File: src/rtl/alu_cmd_sender.sv
// Initiator side of the ALU byte protocol: sends A, B and opcode as spaced
// single-cycle strobes, then waits for one result byte or times out.
module alu_cmd_sender #(
    parameter int NB_DATA    = 8,
    parameter int NB_OP      = 6,
    parameter int GAP_CYCLES = 2,
    parameter int TIMEOUT    = 255
) (
    input  logic               i_clock,
    input  logic               i_reset,
    input  logic               i_start,
    input  logic [NB_DATA-1:0] i_data_a,
    input  logic [NB_DATA-1:0] i_data_b,
    input  logic [NB_OP-1:0]   i_op,
    output logic               o_valid,
    output logic [NB_DATA-1:0] o_dato,
    input  logic               i_result_valid,
    input  logic [NB_DATA-1:0] i_result,
    output logic [NB_DATA-1:0] o_result,
    output logic               o_done,
    output logic               o_timeout,
    output logic               o_busy
);

    localparam logic [2:0] ST_IDLE     = 3'd0;
    localparam logic [2:0] ST_SEND_A   = 3'd1;
    localparam logic [2:0] ST_GAP_A    = 3'd2;
    localparam logic [2:0] ST_SEND_B   = 3'd3;
    localparam logic [2:0] ST_GAP_B    = 3'd4;
    localparam logic [2:0] ST_SEND_OP  = 3'd5;
    localparam logic [2:0] ST_WAIT_RES = 3'd6;

    localparam logic [3:0] GAP_LAST  = 4'(GAP_CYCLES - 1);
    localparam logic [7:0] WAIT_LAST = 8'(TIMEOUT - 1);

    // A leaves on the capture edge itself, so only B and op need holding.
    typedef struct packed {
        logic [NB_DATA-1:0] b;
        logic [NB_OP-1:0]   op;
    } cmd_t;

    cmd_t       cmd_q;
    logic [2:0] state;
    logic [2:0] state_n;
    logic [3:0] gap_cnt;
    logic [7:0] wait_cnt;
    logic       gap_last;
    logic       wait_last;
    logic       in_gap;
    logic       in_wait;

    assign in_gap    = (state == ST_GAP_A) || (state == ST_GAP_B);
    assign in_wait   = (state == ST_WAIT_RES);
    assign gap_last  = (gap_cnt == GAP_LAST);
    assign wait_last = (wait_cnt == WAIT_LAST);
    assign o_busy    = (state != ST_IDLE);

    always_comb begin
        state_n = state;
        case (state)
            ST_IDLE:     if (i_start) state_n = ST_SEND_A;
            ST_SEND_A:   state_n = ST_GAP_A;
            ST_GAP_A:    if (gap_last) state_n = ST_SEND_B;
            ST_SEND_B:   state_n = ST_GAP_B;
            ST_GAP_B:    if (gap_last) state_n = ST_SEND_OP;
            ST_SEND_OP:  state_n = ST_WAIT_RES;
            // a result arriving on the timeout cycle still counts as success
            ST_WAIT_RES: if (i_result_valid || wait_last) state_n = ST_IDLE;
            default:     state_n = ST_IDLE;
        endcase
    end

    always_ff @(posedge i_clock) begin
        if (i_reset) begin
            state     <= ST_IDLE;
            cmd_q     <= '0;
            gap_cnt   <= '0;
            wait_cnt  <= '0;
            o_valid   <= 1'b0;
            o_dato    <= '0;
            o_result  <= '0;
            o_done    <= 1'b0;
            o_timeout <= 1'b0;
        end else begin
            state     <= state_n;
            o_valid   <= 1'b0;
            o_done    <= 1'b0;
            o_timeout <= 1'b0;

            if (state == ST_IDLE && i_start) begin
                cmd_q.b  <= i_data_b;
                cmd_q.op <= i_op;
            end

            // counters sit at zero outside their state, so entry always starts clean
            gap_cnt  <= (in_gap && !gap_last) ? gap_cnt + 4'd1 : 4'd0;
            wait_cnt <= (in_wait && state_n == ST_WAIT_RES) ? wait_cnt + 8'd1 : 8'd0;

            // outputs are decoded from the next state so they line up with it
            case (state_n)
                ST_SEND_A: begin
                    o_valid <= 1'b1;
                    o_dato  <= i_data_a;
                end
                ST_SEND_B: begin
                    o_valid <= 1'b1;
                    o_dato  <= cmd_q.b;
                end
                ST_SEND_OP: begin
                    o_valid <= 1'b1;
                    o_dato  <= NB_DATA'(cmd_q.op);
                end
                default: ;
            endcase

            if (in_wait) begin
                if (i_result_valid) begin
                    o_result <= i_result;
                    o_done   <= 1'b1;
                end else if (wait_last) begin
                    o_timeout <= 1'b1;
                end
            end
        end
    end

endmodule

File: config.mk
export PLATFORM = sky130hd
export DESIGN_NAME = alu_cmd_sender
export DESIGN_NICKNAME = d
export VERILOG_FILES = /design/src/rtl/alu_cmd_sender.sv
export SDC_FILE = /design/constraint.sdc
export NUM_CORES = 1
export LEC_CHECK = 0
export CAP_MARGIN = 5
export CORE_AREA = 5 5 65 90
export DETAILED_ROUTE_END_ITERATION = 10
export DIE_AREA = 0 0 70 95
export GPL_TIMING_DRIVEN = 0
export PLACE_DENSITY = 0.73
export SLEW_MARGIN = 20
export SYNTH_ARGS = -nofsm -noshare
export SYNTH_HDL_FRONTEND = slang
export SYNTH_SLANG_ARGS = --single-unit
File: constraint.sdc
create_clock -name i_clock -period 1.7 [get_ports i_clock]
set_input_delay 0.34 -clock i_clock [delete_from_list [all_inputs] [get_ports i_clock]]
set_output_delay 0.34 -clock i_clock [all_outputs]
set_load 0.005 [all_outputs]
After elaboration in Yosys (flattened, before gate mapping)
Cells that the tools add are included.
{"block": "totals", "ff_bits": 48, "input_bits": 34, "output_inout_bits": 20, "wordCells": 51}
{"block": "classes", "add_sub_neg": 2, "eq_ne": 12, "n_mux": 9, "n_bitwise": 3, "n_reduce_logical": 15}
{"cell": "one-hot mux 8 bit (3 select lines)", "count": 1}
{"cell": "one-hot mux 3 bit (7 select lines)", "count": 1}
{"cell": "== test 3 bit (second input constant)", "count": 5}
{"cell": "two-way mux 3 bit", "count": 4}
{"cell": "== test 3 x 2 -> 1 bit (second input constant)", "count": 3}
{"cell": "adder 8 x 1 -> 8 bit (second input constant)", "count": 1}
{"cell": "== test 8 bit (second input constant)", "count": 1}
{"cell": "== test 3 x 1 -> 1 bit (second input constant)", "count": 2}
{"cell": "nonzero test 3 bit", "count": 2}
{"cell": "OR reduction 2 bit", "count": 3}
{"cell": "OR reduction 3 bit", "count": 2}
{"cell": "adder 4 x 1 -> 4 bit (second input constant)", "count": 1}
{"cell": "== test 4 x 1 -> 1 bit (second input constant)", "count": 1}
{"cell": "logical AND 1 bit", "count": 3}
{"cell": "logical NOT 3 bit", "count": 1}
{"cell": "two-way mux 1 bit", "count": 3}
{"cell": "inverter 1 bit", "count": 3}
{"cell": "logical OR 1 bit", "count": 2}
{"cell": "AND reduction 2 bit", "count": 1}
{"cell": "logical NOT 1 bit", "count": 1}

Longest topological paths before layout
{"block": "depth", "ltp_word": 8, "ltp_mapped": 7, "ltp_nobuf": 6}

Worst setup path after synthesis
OpenSTA, ideal clock, no wires.
{"block": "synth_path", "path_type": "reg-to-reg", "startpoint": "reg wait_cnt[0]", "endpoint": "reg o_dato[0]", "setup_time_ns": 0.080, "t_arrival_ns": 1.662, "required_time_ns": 1.620, "slack_ns": -0.042, "stages_incl_launch_ff": 7, "n_path_buf": 0, "synth_period_minus_slack_ns": 1.742, "path_cell_list": "dfxtp_1 > inv_1 > ha_1 > and3_1 > a211oi_1 > o21ai_0 > a211oi_2"}
{"block": "synth_via", "elab_chain_cells": 6, "word_cells_on_any_way": 9, "classes_between": "4 x eq/ne; 3 x mux; 2 x reduce/logical"}
{"element": "start, declared", "line_no": "46", "text": "logic [7:0] wait_cnt;"}
{"element": "start signal, assigned", "line_no": "97", "text": "wait_cnt <= (in_wait && state_n == ST_WAIT_RES) ? wait_cnt + 8'd1 : 8'd0;"}
{"element": "== test 8 bit (*)", "line_no": "55", "text": "assign wait_last = (wait_cnt == WAIT_LAST);"}
{"element": "logical OR 1 bit (*)", "line_no": "68", "text": "ST_WAIT_RES: if (i_result_valid || wait_last) state_n = ST_IDLE;"}
{"element": "two-way mux 3 bit (*)", "line_no": "68"}
{"element": "one-hot mux 3 bit (7 select lines) (*)", "line_no": "60", "text": "case (state)"}
{"element": "== test 3 bit (tied with other cells)", "line_no": "100", "text": "case (state_n)"}
{"element": "one-hot mux 8 bit (3 select lines) or nonzero test 3 bit (tied branches)"}
{"element": "end signal, assigned", "line_no": "103", "text": "o_dato <= i_data_a;"}
{"element": "end signal, assigned", "line_no": "107", "text": "o_dato <= cmd_q.b;"}
{"element": "end signal, assigned", "line_no": "111", "text": "o_dato <= NB_DATA'(cmd_q.op);"}
{"element": "end, declared", "line_no": "16", "text": "output logic [NB_DATA-1:0] o_dato,"}
Every way passes the cells marked *; elsewhere a longest branch is shown, timed or not.
A chain may end at the register's enable or synchronous reset.

Final worst setup path
{"block": "layout_path", "startpoint": "reg gap_cnt[1]", "endpoint": "reg o_dato[5]"}
{"block": "layout_via", "elab_chain_cells": 5, "word_cells_on_any_way": 9, "classes_between": "4 x eq/ne; 4 x mux; 1 x reduce/logical"}
{"element": "start, declared", "line_no": "45", "text": "logic [3:0] gap_cnt;"}
{"element": "start signal, assigned", "line_no": "96", "text": "gap_cnt <= (in_gap && !gap_last) ? gap_cnt + 4'd1 : 4'd0;"}
{"element": "== test 4 x 1 -> 1 bit (*)", "line_no": "54", "text": "assign gap_last = (gap_cnt == GAP_LAST);"}
{"element": "two-way mux 3 bit, on equally long branches", "line_no": "65, 63"}
{"element": "one-hot mux 3 bit (7 select lines) (*)", "line_no": "60"}
{"element": "== test 3 bit (tied with other cells)", "line_no": "100"}
{"element": "one-hot mux 8 bit (3 select lines) or nonzero test 3 bit (tied branches)"}
Marks and branches as above.

==> run_results.csv <==
group,metric,value,unit
global_route,grtUsageTotal,16.4,%
route,via_per_inst,4.92,
flow_run,cap_viol_max_count,0,
clock_tree,clk_latency,0.30,ns
sta,post-route-min-period,1.67,ns
placed_design,port_buffers,53,
synthesis,synth_fp_nets,274,
sta,rsz0062_at_grt,"true",
worst_setup_path,crit_path_end_kind,"register",
worst_hold_path,hold_start,"cmd_q[13]",
worst_setup_path,r2r_slack,0.03,ns
floorplanning,rows,31,
pwr,intPower,1.86,mW
synthesis,yosys-top-cells-area,"dfxtp_1, nand2_1, a21oi_1, nor2_1, a211oi_2",
global_route,grt_pass1_wl,8600,µm
synthesis,synth_top_area_cell,"dfxtp_1",
layout,utilization,59.4,%
floorplanning,initial_core_util,40.3,%
status,run_status,"complete, no violations",
worst_setup_path,worstPathArrival,1.89,ns
route,wl_per_cell,13.9,µm
sta,hold_violations,0,
synthesis,syn_area_per_cell,8.62,µm²
pwr,seq_power_share,48.8,%
worst_setup_path,start_kind,"register",
global_route,first_global_vias,1951,
pwr,p_comb_share,23.6,%
layout,drive_gt1_share,22.7,%
clock_tree,clk_pin_slew,0.08,ns
synthesis,synthCells,236,
route,drtIter0Drc,111,
global_route,antenna_found_initial,0,
layout,stdcell_count,374,
clock_tree,cts_tree,"yes",
route,drtAntennaViolNets,0,
layout,final_nets,345,
synthesis,ys_warn_count,0,
placed_design,place_area,0.00266,mm²
sta,slew_violations,0,
clock_tree,htreeDepth,2,
worst_setup_path,crit_fanout,6,
layout,mostFrequentLayoutCells,"clkdlybuf4s50_1, nand2_1, dfxtp_1",
floorplanning,core,0.00504,mm²
synthesis,ys_ff_latch,48,
pwr,p_leak,1.07,nW
clock_tree,cts.root.buffer_cell,"clkbuf_8",
sta,tightest_slew,0.461,ns
worst_setup_path,rr_worst_depth,7,
synthesis,synth_area,0.00203,mm²
clock_tree,cts_made_buffers,5,
pwr,powerDensity,854,mW/mm²
floorplanning,die_area,0.00665,mm²
pwr,clockPowerShare,27.6,%
pwr,power.share.switching,27.5,%
pwr,power.switching,0.702,mW
route,remaining_drc_errors,0,
synthesis,ys_seq_area_share,47.2,%
sta,setup-tns-final,0,ns
floorplanning,io_pins,54,
synthesis,synth_cell_type_count,32,
layout,fillers,468,
clock_tree,cts.sinks,48,
route,dr_total_vias,1841,
worst_setup_path,critPathKind,"reg -> reg",
worst_hold_path,hold_class,"reg -> reg",
route,wl,5210,µm
global_route,grt_max_degree,15,
sta,skew,0.00536,ns
floorplanning,die_w,70,µm
layout,final_common_cell,"clkdlybuf4s50_1",
worst_hold_path,worstHoldPathCells,2,
pwr,vdd_ir_drop_max,0.619,mV
sta,max_freq,599,MHz
worst_setup_path,reg2reg_to,"o_dato[5]",
sta,setup_viol,0,
worst_setup_path,rr_startpoint,"gap_cnt[1]",
sta,period_share,98.1,%
placed_design,dp.cells,355,
placed_design,dp_hpwl,3510,µm
floorplanning,die_h,95,µm
route,first_pass_iters,4,
sta,relSlewSlack,69.3,%
layout,antenna_cells,0,
layout,synthToLayoutAreaGrowth,47.2,%
placed_design,globalplace.congestion,0.732,
synthesis,synth_top_area_share,47.2,%
worst_hold_path,whs_endpoint,"cmd_q[13]",
layout,postLayoutCellArea,0.00299,mm²
global_route,grt_overflow_total,0,
clock_tree,hold_buffers,0,
clock_tree,clockBufferDepth,2,
worst_setup_path,cp_data_required_time,1.93,ns
-- sequential cells by signal, summed over array words and instances (netlist names) --
name       flops
o_result       8
o_valid        1
wait_cnt       8
o_done         1
gap_cnt        4
o_timeout      1
state          3
o_dato         8
cmd_q         14
-- repair_timing --
item | in CTS | in global routing
hold endpoints to repair | 0 | 0
pin swaps | 4 | 7
resized for setup | 30 | 23
gates cloned | 2 | 0
buffers inserted | 11 | 1
endpoints found under the setup margin | 21 | 36
-- worst max-delay path by stage --
stage                     from        end  slack (ns)  depth (start not counted)
floorplan           gap_cnt[0]  o_dato[0]        0.03                          5
global placement       i_start  o_dato[4]       -0.42                          7
detailed placement     i_start  o_dato[4]       -0.44                          7
CTS                   state[0]     o_busy       -0.03                          3
global route        gap_cnt[1]  o_dato[5]       -0.04                          7
finish              gap_cnt[1]  o_dato[5]        0.03                          7
-- power groups by stage --
| stage | combinational, mW | sequential [mW] | clock (mW) |
|---|---|---|---|
| 5_1_grt | 0.659 | 1.26 | 0.771 |
| 4_1_cts | 0.584 | 1.25 | 0.721 |
| 6_report | 0.603 | 1.25 | 0.706 |
| 2_1_floorplan | 0.277 | 1.25 | 0 |
| 3_3_place_gp | 0.487 | 1.26 | 0 |
| 3_5_place_dp | 0.494 | 1.26 | 0 |
-- critical path, stage by stage (launching register included) --
cell,delay [ns]
dfxtp_2,0.34
inv_2,0.06
ha_4,0.10
or3b_4,0.41
o31ai_4,0.31
buf_12,0.17
nor2_2,0.04
a211oi_2,0.17
-- layout make-up --
cell class	instances	area [µm²]	area share, %
buffer	9	65.1	2.17
clock inverter	1	7.51	0.251
sequential	48	972	32.5
clock buffer	7	86.3	2.88
tap	66	82.6	2.76
multi-input combinational	173	1120	37.5
timing repair buffer	66	642	21.4
inverter	4	15.0	0.501
-- per-layer routing --
metal	share of wire (%)	up-vias	global-route usage, %
met5	0	-	0
met4	1.3	0	6.23
met3	6.4	6	5.64
met2	51	46	29.6
met1	41	855	17.5
li1	-	934	-
-- through the flow --
stage | total power [mW] | worst slack [ns] | hold slack [ns]
final | 2.56 | 0.0317 | 0.455
after global routing | 2.69 | -0.0368 | 0.484
after CTS | 2.55 | -0.0335 | 0.441
after detailed placement | 1.75 | -0.441 | 0.447
after global placement | 1.74 | -0.423 | 0.438
after floorplan | 1.53 | 0.0299 | 0.432
-- synthesized netlist by cell type --
cell	number
a211oi_1	1
a211oi_2	6
a21boi_0	1
a21oi_1	24
a2bb2oi_1	6
and3_1	3
and4_4	1
buf_2	4
buf_6	3
clkbuf_1	5
dfxtp_1	48
ha_1	4
inv_1	4
mux2i_1	1
nand2_1	48
nand2b_1	4
nand3_1	5
nand4_1	1
nor2_1	27
nor2_2	6
nor2b_1	6
nor3_2	1
nor4b_1	1
o21ai_0	9
o31ai_4	1
o32ai_1	1
or3_1	3
or3b_2	1
or4b_1	1
or4b_2	1
xnor2_1	3
xor2_1	6
-- logic make-up after synthesis --
| kind of cell | synth area share [%] |
|---|---|
| compound gates | 16.6 |
| xor+xnor | 3.87 |
| fa+ha+maj | 2.46 |
| buf+inv | 4.30 |
| flops | 47.2 |
| mux | 0.492 |
| simple gates | 25.0 |
Power figures use the tool's default switching activity.
